## src/rtl/pipeline_pkg.sv

```systemverilog
// Shared pipeline-stage types: payload bundle, statistics record, pointer wrap helper.
package pipeline_pkg;

    localparam logic [31:0] SAT32 = 32'hFFFF_FFFF;

    typedef struct packed {
        logic [31:0] stall;
        logic [31:0] nullified;
    } stage_stats_t;

    // Inter-stage payload; DATA_W of a stage register defaults to its width.
    typedef struct packed {
        logic [31:0] word;
    } stage_payload_t;

    localparam int PAYLOAD_W = $bits(stage_payload_t);

    // Increment with wrap at depth-1, so non-power-of-2 depths work.
    function automatic logic [31:0] ptr_inc(input logic [31:0] ptr, input int depth);
        return (ptr == 32'(depth - 1)) ? 32'd0 : ptr + 32'd1;
    endfunction

endpackage

```

## src/rtl/pipeline_stage_stats.sv

```systemverilog
// Saturating stall-cycle and nullified-beat counters for one pipeline stage register.
module pipeline_stage_stats
    import pipeline_pkg::*;
#(
    parameter int CNT_W = 2
) (
    input  logic             i_clk,
    input  logic             i_reset,
    input  logic             i_stall,
    input  logic             i_nullify,
    input  logic             i_in_valid,
    input  logic [CNT_W-1:0] i_occupancy,
    output stage_stats_t     o_stats
);

    function automatic logic [31:0] sat_add(input logic [31:0] a, input logic [31:0] b);
        logic [32:0] sum;
        sum = {1'b0, a} + {1'b0, b};
        return sum[32] ? SAT32 : sum[31:0];
    endfunction

    logic [31:0] r_stall;
    logic [31:0] r_null;
    logic [31:0] w_null_inc;

    // A flush discards every held entry plus the beat offered in the same cycle.
    assign w_null_inc = 32'(i_occupancy) + 32'(i_in_valid);

    always_ff @(posedge i_clk or posedge i_reset) begin
        if (i_reset) begin
            r_stall <= 32'd0;
            r_null  <= 32'd0;
        end else begin
            if (i_stall && !i_nullify) begin
                r_stall <= sat_add(r_stall, 32'd1);
            end
            if (i_nullify) begin
                r_null <= sat_add(r_null, w_null_inc);
            end
        end
    end

    assign o_stats = '{stall: r_stall, nullified: r_null};

endmodule

```

## src/rtl/pipeline_skid_stage.sv

```systemverilog
// DEPTH-entry elastic pipeline stage register with valid/ready, stall and nullify.
// Optional statistics counters are built when PIPELINE_SKID_STAGE_STATS_EN is defined.
module pipeline_skid_stage
    import pipeline_pkg::*;
#(
    parameter int DATA_W = PAYLOAD_W,
    parameter int DEPTH  = 2,
    parameter int CNT_W  = $clog2(DEPTH + 1)
) (
    input  logic              clk,
    input  logic              reset,
    input  logic              stall,
    input  logic              nullify,
    input  logic              in_valid,
    input  logic [DATA_W-1:0] in_data,
    output logic              in_ready,
    output logic              out_valid,
    output logic [DATA_W-1:0] out_data,
    input  logic              out_ready,
    output logic [CNT_W-1:0]  occupancy,
    output logic [31:0]       stat_stall,
    output logic [31:0]       stat_null
);

    localparam int PTR_W = (DEPTH > 1) ? $clog2(DEPTH) : 1;

    logic [DATA_W-1:0] r_mem [DEPTH];
    logic [PTR_W-1:0]  r_wr_ptr;
    logic [PTR_W-1:0]  r_rd_ptr;
    logic [CNT_W-1:0]  r_occ;

    logic w_full;
    logic w_empty;
    logic w_push;
    logic w_pop;

    // Handshake outputs depend only on local state and stall, never on out_ready.
    assign w_full    = (r_occ == CNT_W'(DEPTH));
    assign w_empty   = (r_occ == '0);
    assign in_ready  = !stall && !w_full;
    assign out_valid = !stall && !w_empty;
    assign out_data  = w_empty ? '0 : r_mem[r_rd_ptr];
    assign occupancy = r_occ;

    assign w_push = in_valid && in_ready && !nullify;
    assign w_pop  = out_valid && out_ready && !nullify;

    always_ff @(posedge clk or posedge reset) begin
        if (reset) begin
            r_wr_ptr <= '0;
            r_rd_ptr <= '0;
            r_occ    <= '0;
        end else if (nullify) begin
            r_wr_ptr <= '0;
            r_rd_ptr <= '0;
            r_occ    <= '0;
        end else begin
            if (w_push) begin
                r_wr_ptr <= PTR_W'(ptr_inc(32'(r_wr_ptr), DEPTH));
            end
            if (w_pop) begin
                r_rd_ptr <= PTR_W'(ptr_inc(32'(r_rd_ptr), DEPTH));
            end
            case ({w_push, w_pop})
                2'b10:   r_occ <= r_occ + CNT_W'(1);
                2'b01:   r_occ <= r_occ - CNT_W'(1);
                default: r_occ <= r_occ;
            endcase
        end
    end

    always_ff @(posedge clk or posedge reset) begin
        if (reset) begin
            for (int i = 0; i < DEPTH; i++) begin
                r_mem[i] <= '0;
            end
        end else if (w_push) begin
            r_mem[r_wr_ptr] <= in_data;
        end
    end

`ifdef PIPELINE_SKID_STAGE_STATS_EN
    stage_stats_t w_stats;

    pipeline_stage_stats #(
        .CNT_W(CNT_W)
    ) u_stats (
        .i_clk       (clk),
        .i_reset     (reset),
        .i_stall     (stall),
        .i_nullify   (nullify),
        .i_in_valid  (in_valid),
        .i_occupancy (r_occ),
        .o_stats     (w_stats)
    );

    assign stat_stall = w_stats.stall;
    assign stat_null  = w_stats.nullified;
`else
    assign stat_stall = 32'd0;
    assign stat_null  = 32'd0;
`endif

    a_occ_range: assert property (@(posedge clk) disable iff (reset)
        r_occ <= CNT_W'(DEPTH));
    a_wr_ptr_range: assert property (@(posedge clk) disable iff (reset)
        32'(r_wr_ptr) < 32'(DEPTH));
    a_rd_ptr_range: assert property (@(posedge clk) disable iff (reset)
        32'(r_rd_ptr) < 32'(DEPTH));

endmodule

```

## config.mk

```make
export PLATFORM = sky130hd
export DESIGN_NAME = pipeline_skid_stage
export DESIGN_NICKNAME = d
export VERILOG_FILES = /design/src/rtl/pipeline_pkg.sv /design/src/rtl/pipeline_stage_stats.sv /design/src/rtl/pipeline_skid_stage.sv
export SDC_FILE = /design/constraint.sdc
export NUM_CORES = 1
export LEC_CHECK = 0
export ABC_CLOCK_PERIOD_IN_PS = 5200
export CORE_UTILIZATION = 49
export CTS_CLUSTER_DIAMETER = 30
export CTS_CLUSTER_SIZE = 40
export DETAILED_ROUTE_END_ITERATION = 10
export PLACE_DENSITY = 0.95
export SLEW_MARGIN = 20
export SYNTH_ARGS = -nofsm -noshare
export SYNTH_HDL_FRONTEND = slang
export SYNTH_SLANG_ARGS = --single-unit
```

## constraint.sdc

```tcl
create_clock -name clk -period 5.2 [get_ports clk]
set_clock_uncertainty 0.15 [all_clocks]
set_input_delay 1.04 -clock clk [delete_from_list [all_inputs] [get_ports clk]]
set_output_delay 1.04 -clock clk [all_outputs]
set_load 0.01 [all_outputs]
```

# Word level (Yosys, flattened, before mapping)
# Index checks and enable logic that the tools add are counted.
[word_totals]
regBits = 68
inputBits = 38
elab_cells = 47
[classes]
n_addsub = 4
magnitude_cmp = 3
eq_ne = 3
n_mux = 15
n_bitwise = 2
reduce_logical = 15
[op_table]
columns = ["operator", "n"]
rows = [
  ["32-bit 2-to-1 mux", 5],
  ["64-bit bitwise mux", 1],
  ["32-bit demux with 1-bit select", 1],
  ["1-bit logical AND", 7],
  ["1-bit 2-to-1 mux", 6],
  ["2-bit equality test, second input constant", 2],
  ["2-bit >= comparator, second input constant", 2],
  ["1-bit logical NOT", 4],
  ["1-bit NOT with 2-bit output", 2],
  ["2-bit one-hot mux with 2 select lines", 1],
  ["2-bit nonzero test", 2],
  ["3-bit nonzero test", 1],
  ["1-bit adder, second input constant", 2],
  ["2-bit by 1-bit adder with 2-bit output, second input constant", 1],
  ["2-bit by 1-bit equality test with 1-bit output, second input constant", 1],
  ["2-bit logical NOT", 1],
  ["2-bit by 1-bit < comparator with 1-bit output, second input constant", 1],
  ["2-bit 2-to-1 mux", 1],
  ["2-bit by 1-bit subtractor with 2-bit output, second input constant", 1],
]

# Longest topological paths before layout
[depth]
word_depth = 8
mapped_depth = 5

# Worst setup path before layout
# Ideal clock, no wire load.
[synth_path]
path_type = "reg-to-output"
start = "register r_rd_ptr"
end = "output port out_data[0]"
arrival_time_ps = 1343
t_required_ps = 4010
slack_ps = 2667
stages_incl_launch_ff = 5
cell_sequence = "dfrtp_1 clkbuf_1 buf_1 mux2i_1 nor2_1"
[synth_via]
elab_chain_cells = 5
[synth_lines]
columns = ["item", "line_no", "source"]
rows = [
  ["start: declaration", "pipeline_skid_stage.sv:29", "logic [PTR_W-1:0] r_rd_ptr;"],
  ["start signal: assignment", "pipeline_skid_stage.sv:62", "r_rd_ptr <= PTR_W'(ptr_inc(32'(r_rd_ptr), DEPTH));"],
  ["1-bit NOT with 2-bit output (implied by the code)", "pipeline_skid_stage.sv:42", "assign out_data = w_empty ? '0 : r_mem[r_rd_ptr];"],
  ["32-bit 2-to-1 mux (implied by the code) (3 in a row)", "pipeline_skid_stage.sv:42", ""],
  ["32-bit 2-to-1 mux", "pipeline_skid_stage.sv:42", ""],
  ["end: declaration", "pipeline_skid_stage.sv:18", "output logic [DATA_W-1:0] out_data,"],
]
# No other way between the ends. The select of a mux whose other input is x is not followed.

# Worst setup path after layout
[layout_path]
start = "input port stall"
end = "output port out_valid"
[layout_via]
elab_chain_cells = 2
[layout_lines]
columns = ["item", "line_no", "source"]
rows = [
  ["start: declaration", "pipeline_skid_stage.sv:12", "input logic stall,"],
  ["1-bit logical NOT", "pipeline_skid_stage.sv:41", "assign out_valid = !stall && !w_empty;"],
  ["1-bit logical AND", "pipeline_skid_stage.sv:41", ""],
  ["end: declaration", "pipeline_skid_stage.sv:17", "output logic out_valid,"],
]
# No other way between the ends.

==> out/results.ini <==
[critical_path]
start_kind=primary input
cp_common_cell=clkdlybuf4s50_1
r2r-start=occupancy[1]
max_stage_delay_ns=0.53
r2r_end=r_mem[42]
reg2reg_slack_ns=2.54
end_kind=primary output
cp_data_required_time_ns=4.01
critPathMaxFanout=7
rr_worst_depth=3
worstPathArrival_ns=2.37
worstSetupPathType=in2out
crit_chain=clkdlybuf4s50_1, o21bai_1, inv_1, clkdlybuf4s50_1
critical_path.slowest_cell=clkdlybuf4s50_1

[sta]
tns_ns=0
hold_viol=0
maxSlewViolCount=0
grt_setup_unrepaired=false
finalCriticalPeriod_ns=3.56
slew_headroom_pct=26.9
finalSetupViolations=0
tightest_slew_ns=1.10
post-route-period-util_pct=68.5
max_clock_freq_ghz=0.281

[yosys]
synth-async-reset-ratio_pct=100
syn_inst=304
syn_avg_cell_area_um2=12.7
ys_ff_latch=68
yosys.area.top_type=dfrtp_1
synth_area_leaders=dfrtp_1 (44%), mux2_4 (23%), buf_4 (12%)
synth_top_cells_by_count=dfrtp_1 (68), buf_4 (64), mux2_4 (60), nor2_1 (35), mux2i_1 (33)
synthesis.yosys.warnings=0
synthFlopType=dfrtp_1
ys_types=23
yosysMostFrequentCell=dfrtp_1
seq_area_frac_synth_pct=44.1
synth_edf_count=0
synth_top_area_share_pct=44.1
netlist_area_um2=3860

[clock_network]
ctsHtreeMaxLevel=3
post-cts-setup-buffers=0
cts_tree=yes
cts_buffer_depth=2
path_clk_slew_ns=0.07
cts.repair.resized=0
cts.sinks=68
hold_buffers=0
root_buffer=clkbuf_8
cts_buffers=9
clock_latency_ns=0.32

[detailed_routing]
firstDrtPassIters=4
wl_mm=6.75
wire_per_inst_um=14.0
drc=0
vias=2236
avgViaCountPerCell=4.65
drt_iter0_markers=49
detail-route-antenna-nets=0

[finish]
drive_above_1_share_pct=21.6
final_nets=412
regArea_um2=1700
multi_input_area_um2=1790
n_antenna_cell=0
syn2layout_area_growth_pct=17.7
fillers=626

[floorplan]
ioPinCount=138
dieWidth_um=90.8
rows=32
start_util_pct=50.2
die_y_um=90.8
die-area_um2=8240
coreArea_um2=7690

[job]
drv_cap=0

[place]
hpwl_mm=4.60
io_buffers=73
gp_congestion=0.706

[worst_hold_path]
hold_depth=1
min_to=r_mem[41]
hold_path.class=reg2reg
worstHoldStart=r_mem[41]

[run_status]
status=finished, final reports clean

[global_routing]
grt.total_usage_pct=17.2
grt_pass1_vias=2349
grt_pass1_wl_mm=11.3
antenna_found_initial=0
overflow=0
grt_max_degree=41

[power]
leakage_nw=2.18
total_power_w=0.00147
ir_drop_mv=0.153
p_per_area_nw_per_um2=324

-- sequential cells by signal, summed over array words and instances (netlist names) --
name       count
r_mem         64
occupancy      2
r_rd_ptr       1
r_wr_ptr       1
-- cell type report --
type	count	share of cell area [%]
well taps	102	2.81
flip-flops and latches	68	37.5
multi-input cells	217	39.3
clock inverters	5	0.606
clock buffers	11	3.11
repair buffers	75	16.4
inverters	3	0.248
-- how the worst max path moves through the flow --
| stage | start | endpoint | slack [ns] | cells after the start |
|---|---|---|---|---|
| final | stall | out_valid | 1.64 | 4 |
| after global placement | stall | r_mem[41] | 1.64 | 4 |
| after CTS | stall | out_valid | 1.64 | 4 |
| after global routing | stall | out_valid | 1.58 | 4 |
| after floorplan | reset | occupancy[0] | 2.30 | 1 |
| after detailed placement | stall | r_mem[42] | 1.53 | 4 |
-- critical path, delay by kind of cell --
kind                   cells  cell delay (ns)
buffers and inverters      3             1.10
AO/OA/AOI/OAI              1             0.23
-- logic make-up (layout without fill, tap and decap cells) --
kind of cell,after synthesis,count (layout),synth area share [%]
simple gates,45,45,5.35
flops,68,68,44.1
other cells,1,64,0.0971
xor+xnor,1,1,0.227
mux,97,97,33.0
buf+inv,82,94,15.9
compound gates,10,10,1.36
-- placed cells by master (no fill, tap or decap), types with 2 or more instances in the layout --
master           synthesis  layout
a21oi_1                  4       4
buf_4                   64       2
clkbuf_8                 0      10
clkdlybuf4s50_1          0      73
clkinv_2                 0       4
conb_1                   1      64
dfrtp_1                 68      67
inv_1                    3       2
mux2_1                   4       4
mux2_4                  60      60
mux2i_1                 33      33
nand2b_1                 3       3
nor2_1                  35      34
o21ai_0                  5       5
or3_1                    3       3
-- per-layer routing --
layer	track usage, %	up-vias	wire, µm
met4	5.03	0	49
met1	21.1	1107	2920
met5	0	-	0
li1	-	1033	-
met2	30.2	90	3450
met3	3.79	6	338
-- where the power goes --
group	total [W]	leakage [nW]	internal, W	switching (W)
Sequential	0.000729	0.837	0.000651	0.0000782
Clock	0.000367	0.0889	0.000183	0.000184
Combinational	0.000375	1.25	0.000245	0.000130
-- metrics by stage --
stage	util [%]	hold slack (ns)	setup WS (ns)	instance area, µm²	std cells
floorplan	-	0.314	2.30	4100	367
global placement	56.9	0.324	1.64	4380	465
detailed placement	56.9	0.330	1.53	4380	465
CTS	59.1	0.346	1.64	4540	481
global route	59.1	0.371	1.58	4540	481
finish	59.1	0.342	1.64	4540	481
Note: power is estimated with default switching activity, not from simulation.
==> variant, RTL diff (same flow settings) <==
The option `PIPELINE_SKID_STAGE_STATS_EN` is turned on by a define.
--- a/src/rtl/pipeline_skid_stage.sv
+++ b/src/rtl/pipeline_skid_stage.sv
@@ -1,5 +1,7 @@
 // DEPTH-entry elastic pipeline stage register with valid/ready, stall and nullify.
 // Optional statistics counters are built when PIPELINE_SKID_STAGE_STATS_EN is defined.
+`define PIPELINE_SKID_STAGE_STATS_EN
+
 module pipeline_skid_stage
     import pipeline_pkg::*;
 #(
Formal check against the unedited RTL: not equivalent (a bounded check fails within 4 cycles, from zero or initial values and one cycle with reset high).
==> variant against the original RTL <==
  * Final cell count rose by 96%
  * Synthesized cell count rose by 100%
  * Cell area rose by 94%
  * Routed wire length rose by 140%
  * Clock power rose to 3.4 times the old value
  * Sequential cell count rose by 64
  * Total power rose by 120%
  * Non-clock buffer count rose by 69
  * Setup slack got worse by 380 ps
  * Synthesized area rose by 73%
  * Register-to-register slack got worse by 610 ps
==> variant: results <==
outcome:
  status: "complete, no violations"
clock_tree:
  clockBufferDepth: 2
  root_buffer: "clkbuf_16"
  numCtsBuffers: 17
  insertion_delay_ps: 410
  htreeDepth: 4
critical_path:
  max_stage_delay_ps: 670
  worstPathArrival_ps: 4120
  cp_slowest_cell: "or4_2"
  critical_path.top_delay_family: "adder cells"
  r2r-end: "u_stats.r_null[22]"
  critPathMaxFanout: 16
  r2r_slack_ps: 1930
  reg2reg_depth: 8
  r2r-start: "occupancy[0]"
synthesis:
  synth_nets: 667
  yosys_warnings: 0
  yosys-top-cells-count: "dfrtp_1, mux2_2, nand3_1"
  avgSynthCellArea_um2: 10.8
  yosysUniqueCellTypes: 52
  yosysSeqAreaShare: 0.493
  synth_top_cells_by_area: "dfrtp_1, mux2_2, mux2i_1"
timing:
  whs_ps: 336
  tightest_slew_ps: 1030
worst_hold_path:
  worstHoldEndpoint: "r_mem[46]"
  hold_start: "r_mem[46]"
final_layout:
  drive_gt1_frac: 0.151
  nets: 798
  final_cell_count_no_fill: 942
  diodes: 0
power_and_ir_drop:
  p_leak_uw: 0.00368
  switching_power_uw: 842
  ir_drop_v: 0.000252
placed_design:
  io_buffers: 137
  place_area_um2: 8200
  dp_slack_ps: 850
  dp.cells: 910
  routabilityCongestion: 0.847
  dp_hpwl_mm: 10.6
global_route:
  grt_pass1_vias: 5414
  grt.total_usage: 0.239
  grt_max_degree: 47
  grt_first_pass_wirelength_mm: 26.8
route:
  drtIter0Drc: 366
  wl_per_cell_um: 17.1
  vias_per_cell: 5.96
  dr.pass1.iters: 5
==> variant: cell types whose count changed after synthesis, moves of 38 or more <==
cell     unedited run  this run
nand2_1             0        38
mux2_2              0        67
dfrtp_1            68       132
nand3_1             0        49
mux2_4             60         0
buf_4              64         0
==> variant: cells by family (layout without fill, tap and decap cells) <==
kind of cell | Yosys count | in the layout | share of synthesized area
compound gates | 69 | 69 | 0.0672
flops | 132 | 132 | 0.493
fa+ha+maj | 7 | 7 | 0.0142
xor+xnor | 17 | 17 | 0.0222
simple gates | 245 | 245 | 0.198
mux | 108 | 108 | 0.175
buf+inv | 44 | 188 | 0.0303
==> variant: worst max path at each step <==
stage          startpoint                 end  slack (ps)  cells after the start
6_report         in_valid  u_stats.r_null[22]        1260                      9
5_1_grt          in_valid  u_stats.r_null[22]        1140                      9
4_1_cts          in_valid  u_stats.r_null[22]        1280                      9
3_5_place_dp     in_valid  u_stats.r_null[22]         850                      9
3_3_place_gp     in_valid  u_stats.r_null[22]         950                      9
2_1_floorplan       reset        occupancy[0]         480                      1
==> variant: layout make-up <==
type,count,area (um^2)
timing repair buffer,144,1420
tap,176,220
clock inverter,9,150
sequential,132,3300
inverter,12,47.5
clock buffer,23,478
fill,991,4460
multi-input combinational,446,3210
==> variant: metal layers <==
metal / GRT usage / vias to the layer above / share of wire
li1: - / 2566 / -
met2: 0.380 / 249 / 0.48
met1: 0.317 / 2765 / 0.43
met5: 0 / - / 0
met3: 0.0503 / 32 / 0.060
met4: 0.0989 / 0 / 0.023
==> variant: power by group through the flow <==
stage / Clock, uW / Combinational (uW) / Sequential (uW)
4_1_cts: 1290 / 610 / 1370
5_1_grt: 1330 / 670 / 1400
6_report: 1260 / 604 / 1370
2_1_floorplan: 0 / 355 / 1350
3_5_place_dp: 0 / 605 / 1380
3_3_place_gp: 0 / 585 / 1370
